## config.mk

```make
export PLATFORM = sky130hd
export DESIGN_NAME = rl_lr_pmem_sched
export DESIGN_NICKNAME = d
export VERILOG_FILES = /design/src/rtl/rl_lr_pmem_sched.sv
export SDC_FILE = /design/constraint.sdc
export NUM_CORES = 1
export LEC_CHECK = 0
export BUFFER_PORTS_ARGS = -buffer_cell sky130_fd_sc_hd__buf_4
export CAP_MARGIN = 20
export CORE_AREA = 5 5 152 154
export CTS_BUF_LIST = sky130_fd_sc_hd__clkbuf_8
export DETAILED_ROUTE_END_ITERATION = 12
export DIE_AREA = 0 0 157 159
export RECOVER_POWER = 25
export SYNTH_ARGS = -nofsm -noshare
export SYNTH_HDL_FRONTEND = slang
export SYNTH_SLANG_ARGS = --single-unit
```

## constraint.sdc

```tcl
create_clock -name clk -period 2.04 [get_ports clk]
set_input_delay 0.408 -clock clk [delete_from_list [all_inputs] [get_ports clk]]
set_output_delay 0.408 -clock clk [all_outputs]
set_load 0.01 [all_outputs]
```

## src/rtl/rl_lr_pmem_sched.sv

```systemverilog
// Particle-memory load sequencer: round-robin, packet-locked sharing of the
// RL->LR bridge write port between NREQ ring requesters.
module rl_lr_pmem_sched #(
  parameter int unsigned NREQ    = 4,
  parameter int unsigned MAXNUMP = 1024,
  parameter int unsigned PADDRW  = $clog2(MAXNUMP),
  parameter int unsigned PDATAW  = 64
) (
  input  logic                   clk,
  input  logic                   rst_n,
  input  logic                   start,
  output logic                   busy,
  output logic                   xfer_done,
  output logic                   ovf_err,
  input  logic [NREQ-1:0]        req_valid,
  input  logic [NREQ*PADDRW-1:0] req_addr,
  input  logic [NREQ-1:0]        req_we,
  input  logic [NREQ*PDATAW-1:0] req_wdata,
  input  logic [NREQ-1:0]        req_last,
  output logic [NREQ-1:0]        req_ready,
  output logic                   pvalid,
  output logic [PADDRW-1:0]      paddr,
  output logic                   pwe,
  output logic [PDATAW-1:0]      pwdata,
  output logic                   plast,
  input  logic                   pready
);

  localparam int unsigned GW = (NREQ > 1) ? $clog2(NREQ) : 1;
  localparam int unsigned CW = PADDRW + 1;
  localparam logic [CW-1:0] MaxCnt = CW'(MAXNUMP);

  typedef enum logic [1:0] {StIdle, StArb, StXfer, StDone} state_e;

  state_e          state_q, state_d;
  logic [GW-1:0]   gnt_q, gnt_d;
  logic [GW-1:0]   rr_ptr_q, rr_ptr_d;
  logic [NREQ-1:0] done_mask_q, done_mask_d;
  logic [CW-1:0]   beat_cnt_q, beat_cnt_d;
  logic            ovf_err_q, ovf_err_d;

  logic [NREQ-1:0] cand;
  logic [NREQ-1:0] gnt_oh;
  logic [GW-1:0]   pick;
  logic            pick_found;
  logic            beat;
  logic            pkt_end;
  logic            all_done_after;

  function automatic logic [GW-1:0] wrap_inc(input logic [GW-1:0] idx);
    if (32'(idx) >= NREQ - 1) return '0;
    return idx + GW'(1);
  endfunction

  assign cand           = req_valid & ~done_mask_q;
  assign gnt_oh         = NREQ'(1) << gnt_q;
  assign all_done_after = &(done_mask_q | gnt_oh);
  assign beat           = (state_q == StXfer) && req_valid[gnt_q] && pready;
  assign pkt_end        = beat && req_last[gnt_q];
  assign ovf_err        = ovf_err_q;

  // First candidate at or after rr_ptr, wrapping modulo NREQ.
  always_comb begin
    logic [GW-1:0] idx;
    pick       = rr_ptr_q;
    pick_found = 1'b0;
    idx        = rr_ptr_q;
    for (int k = 0; k < int'(NREQ); k++) begin
      if (!pick_found && cand[idx]) begin
        pick       = idx;
        pick_found = 1'b1;
      end
      idx = wrap_inc(idx);
    end
  end

  // State register.
  always_ff @(posedge clk or negedge rst_n) begin
    if (!rst_n) begin
      state_q <= StIdle;
    end else begin
      state_q <= state_d;
    end
  end

  // Next-state logic.
  always_comb begin
    state_d = state_q;
    case (state_q)
      StIdle: if (start) state_d = StArb;
      StArb: begin
        if (&done_mask_q)    state_d = StDone;
        else if (pick_found) state_d = StXfer;
      end
      StXfer: begin
        if (pkt_end) state_d = all_done_after ? StDone : StArb;
      end
      StDone:  state_d = StIdle;
      default: state_d = StIdle;
    endcase
  end

  // Grant, pointer, completion mask and beat accounting.
  always_comb begin
    gnt_d       = gnt_q;
    rr_ptr_d    = rr_ptr_q;
    done_mask_d = done_mask_q;
    beat_cnt_d  = beat_cnt_q;
    ovf_err_d   = ovf_err_q;
    case (state_q)
      StIdle: begin
        if (start) begin
          done_mask_d = '0;
          beat_cnt_d  = '0;
          ovf_err_d   = 1'b0;
        end
      end
      StArb: begin
        if (!(&done_mask_q) && pick_found) gnt_d = pick;
      end
      StXfer: begin
        if (beat) begin
          if (beat_cnt_q != '1) beat_cnt_d = beat_cnt_q + CW'(1);
          // This beat makes the count MAXNUMP+1 or more; it is still forwarded.
          if (beat_cnt_q >= MaxCnt) ovf_err_d = 1'b1;
          if (pkt_end) begin
            done_mask_d = done_mask_q | gnt_oh;
            rr_ptr_d    = wrap_inc(gnt_q);
          end
        end
      end
      default: ;
    endcase
  end

  always_ff @(posedge clk or negedge rst_n) begin
    if (!rst_n) begin
      gnt_q       <= '0;
      rr_ptr_q    <= '0;
      done_mask_q <= '0;
      beat_cnt_q  <= '0;
      ovf_err_q   <= 1'b0;
    end else begin
      gnt_q       <= gnt_d;
      rr_ptr_q    <= rr_ptr_d;
      done_mask_q <= done_mask_d;
      beat_cnt_q  <= beat_cnt_d;
      ovf_err_q   <= ovf_err_d;
    end
  end

  // Outputs: the granted slice passes straight through while in XFER.
  always_comb begin
    busy      = (state_q == StArb) || (state_q == StXfer);
    xfer_done = (state_q == StDone);
    pvalid    = 1'b0;
    paddr     = '0;
    pwe       = 1'b0;
    pwdata    = '0;
    plast     = 1'b0;
    req_ready = '0;
    if (state_q == StXfer) begin
      pvalid    = req_valid[gnt_q];
      paddr     = req_addr[32'(gnt_q)*PADDRW +: PADDRW];
      pwe       = req_we[gnt_q];
      pwdata    = req_wdata[32'(gnt_q)*PDATAW +: PDATAW];
      req_ready = pready ? gnt_oh : '0;
      // Only the final packet's last beat closes the whole phase.
      plast     = req_last[gnt_q] && all_done_after;
    end
  end

endmodule
```

==> impl_metrics.json <==
{
  "status": "finished with violations",
  "violations": "negative setup slack",
  "reg2reg_from": "gnt_q[0]",
  "path_delay_family": "buffers and inverters",
  "worst-r2r-setup-slack_ns": -0.11,
  "grt_overflow": 0,
  "dpl_cell_area_um2": 7570,
  "num_vias": 5050,
  "worstPathBufferInverterCount": 4,
  "synth_cell_type_count": 53,
  "max_freq_mhz": 429,
  "start_util_pct": 18.4,
  "routed_wl_um": 24600,
  "power.leakage_nw": 3.92,
  "portBuffers": 395,
  "period_minus_slack_ns": 2.33,
  "critPathKind": "flop to output port",
  "async_flop_share_pct": 100,
  "ioPinCount": 396,
  "ys_ff_latch": 22,
  "syn-num-nets": 680,
  "clock_latency_ns": 0.27,
  "drt_iter0_markers": 244,
  "dieHeight_um": 159,
  "row_count": 54,
  "path_clk_slew_ns": 0.08,
  "clockBufferDepth": 2,
  "start_kind": "flop",
  "synth_cells": 358,
  "antenna_left": 0,
  "viasPerCell": 4.71,
  "cp-end-kind": "output port",
  "ir_drop_mv": 0.474,
  "synth-seq-area-share_pct": 13.9,
  "antenna_found_initial": 6,
  "r2r_cells": 12,
  "worst-endpoint-arrival_ns": 1.92,
  "hold_ws_ns": 0.377,
  "hold_viol_final": 0,
  "crit_required_ns": 1.63,
  "worstMarginPinSlew_ns": 1.24,
  "crit_slowest_cell": "dfrtp_4",
  "rsz0062_at_grt": "true",
  "drv_cap": 0,
  "synth_edf_count": 0,
  "wl_per_cell_um": 22.9,
  "cts-buffers-inserted": 3,
  "finClkSkew_ns": 0.00418,
  "design_area_um2": 8420,
  "drc": 0,
  "cts_hold_buf": 0,
  "fin_ws_ns": -0.292,
  "hpwl_um": 20700,
  "grt_pass1_wl_um": 34700,
  "grt_pass1_vias": 5481,
  "slew_headroom_pct": 17.3,
  "r2r-end": "state_q[0]",
  "grt_usage_pct": 18.2,
  "synth_warnings": 0,
  "critical_path.most_common_cell": "buf_12",
  "cpPeakStageDelay_ns": 0.49,
  "cts.sinks": 22,
  "finalSetupViolCount": 89,
  "synth_ff_type": "dfrtp_1",
  "crit_chain": "buf_12 > buf_4 > buf_12 > mux4_2 > and2_4 > buf_6",
  "crit_start": "gnt_q[0]",
  "drv_slew": 0,
  "finalNetCount": 1111,
  "fp.dieArea_um2": 25000,
  "drtPass1Iterations": 4,
  "place_congestion": 0.885,
  "coreArea_um2": 21600,
  "syn_area_um2": 3960,
  "cp_num_cells": 6,
  "htreeDepth": 1,
  "area_growth_syn_to_layout_pct": 113,
  "powerDensity_nw_per_um2": 1070,
  "hold_class": "input pin to async pin",
  "die_w_um": 157,
  "cts-root-buf": "clkbuf_8",
  "fin_crit_sh_pct": 114,
  "drive_gt1_share_pct": 80.6,
  "cts_tree": "built",
  "grt_max_degree": 38,
  "cp-endpoint": "pwdata[30]",
  "crit_fanout": 7,
  "synth.avg_cell_area_um2": 11.1
}
==> registers in the layout (all words and copies together), names as in the netlist <==
register,flops
done_mask_q,4
gnt_q,2
rr_ptr_q,2
ovf_err,1
beat_cnt_q,11
state_q,2
==> where the power goes <==
group / total (mW) / leakage, nW / switching [mW] / internal [mW]
Clock: 0.322 / 0.0288 / 0.149 / 0.172
Sequential: 0.675 / 0.292 / 0.126 / 0.549
Combinational: 8.03 / 3.60 / 3.31 / 4.73
Total: 9.03 / 3.92 / 3.58 / 5.45
==> cells in the final DEF (no fill, tap or decap), drive strengths merged, types with 7 or more instances in the layout <==
cell	n
mux4	78
a21oi	7
inv	8
xor2	7
nand2	17
o21ai	12
dfrtp	22
ha	10
nor2	21
buf	453
and2	77
==> logic make-up after synthesis <==
logic type	after synthesis	synth area share, %
compound gates	45	8.18
xor+xnor	7	1.55
fa+ha+maj	11	3.41
buf+inv	39	4.67
flops	22	13.9
mux	83	45.7
simple gates	151	22.6
==> cell usage after synthesis (all sizes together) (6+ instances only) <==
master	instances	area [um^2]
mux4	78	1760
nor2b	6	40.0
buf	17	103
xor2	7	61.3
o21ai	12	63.8
nand4	6	37.5
clkbuf	14	52.6
ha	10	125
a21oi	7	35.0
inv	8	30.0
nor2	21	86.3
and2	77	482
nand2	17	63.8
dfrtp	22	551
==> worst min path at each step <==
stage	from	endpoint	slack (ns)	depth (start not counted)
6_report	rst_n	beat_cnt_q[0]	0.38	1
5_1_grt	rst_n	beat_cnt_q[0]	0.47	1
3_5_place_dp	rst_n	beat_cnt_q[0]	0.32	1
3_3_place_gp	rst_n	beat_cnt_q[0]	0.32	1
4_1_cts	rst_n	beat_cnt_q[0]	0.02	1
2_1_floorplan	rst_n	beat_cnt_q[0]	0.11	0
==> per-stage QoR <==
step | power, mW | setup WS [ns] | std cells | util (%) | TNS (ns)
2_1_floorplan | 4.45 | 0.0273 | 358 | - | 0
3_3_place_gp | 7.13 | -0.117 | 1049 | 35.1 | -0.250
3_5_place_dp | 7.16 | -0.0769 | 1049 | 35.1 | -0.263
4_1_cts | 8.54 | -0.295 | 1062 | 37.7 | -18.89
5_1_grt | 9.61 | -0.359 | 1069 | 39.1 | -24.92
6_report | 9.03 | -0.292 | 1072 | 39.1 | -17.76
==> what timing repair did <==
item / 4_1_cts / 5_1_grt
setup buffers: 5 / 6
setup endpoints to repair: 81 / 101
cloned: 4 / 1
resized for setup: 98 / 69
pin swaps: 9 / 24
==> cell type report <==
| class | instances | area [um^2] |
|---|---|---|
| flip-flops and latches | 22 | 558 |
| clock buffers | 4 | 55.1 |
| multi-input cells | 297 | 3490 |
| repair buffers | 457 | 3930 |
| well taps | 280 | 350 |
| diodes | 4 | 10.0 |
| fillers | 2148 | 13100 |
| inverters | 8 | 30.0 |
==> per-layer routing <==
metal	track usage, %	vias up	wire (um)
met5	0	-	45
met4	2.09	8	326
met3	6.01	26	2620
met2	30.8	270	12000
met1	23.4	2485	9610
li1	-	2261	-
Power figures use the tool's default switching activity.
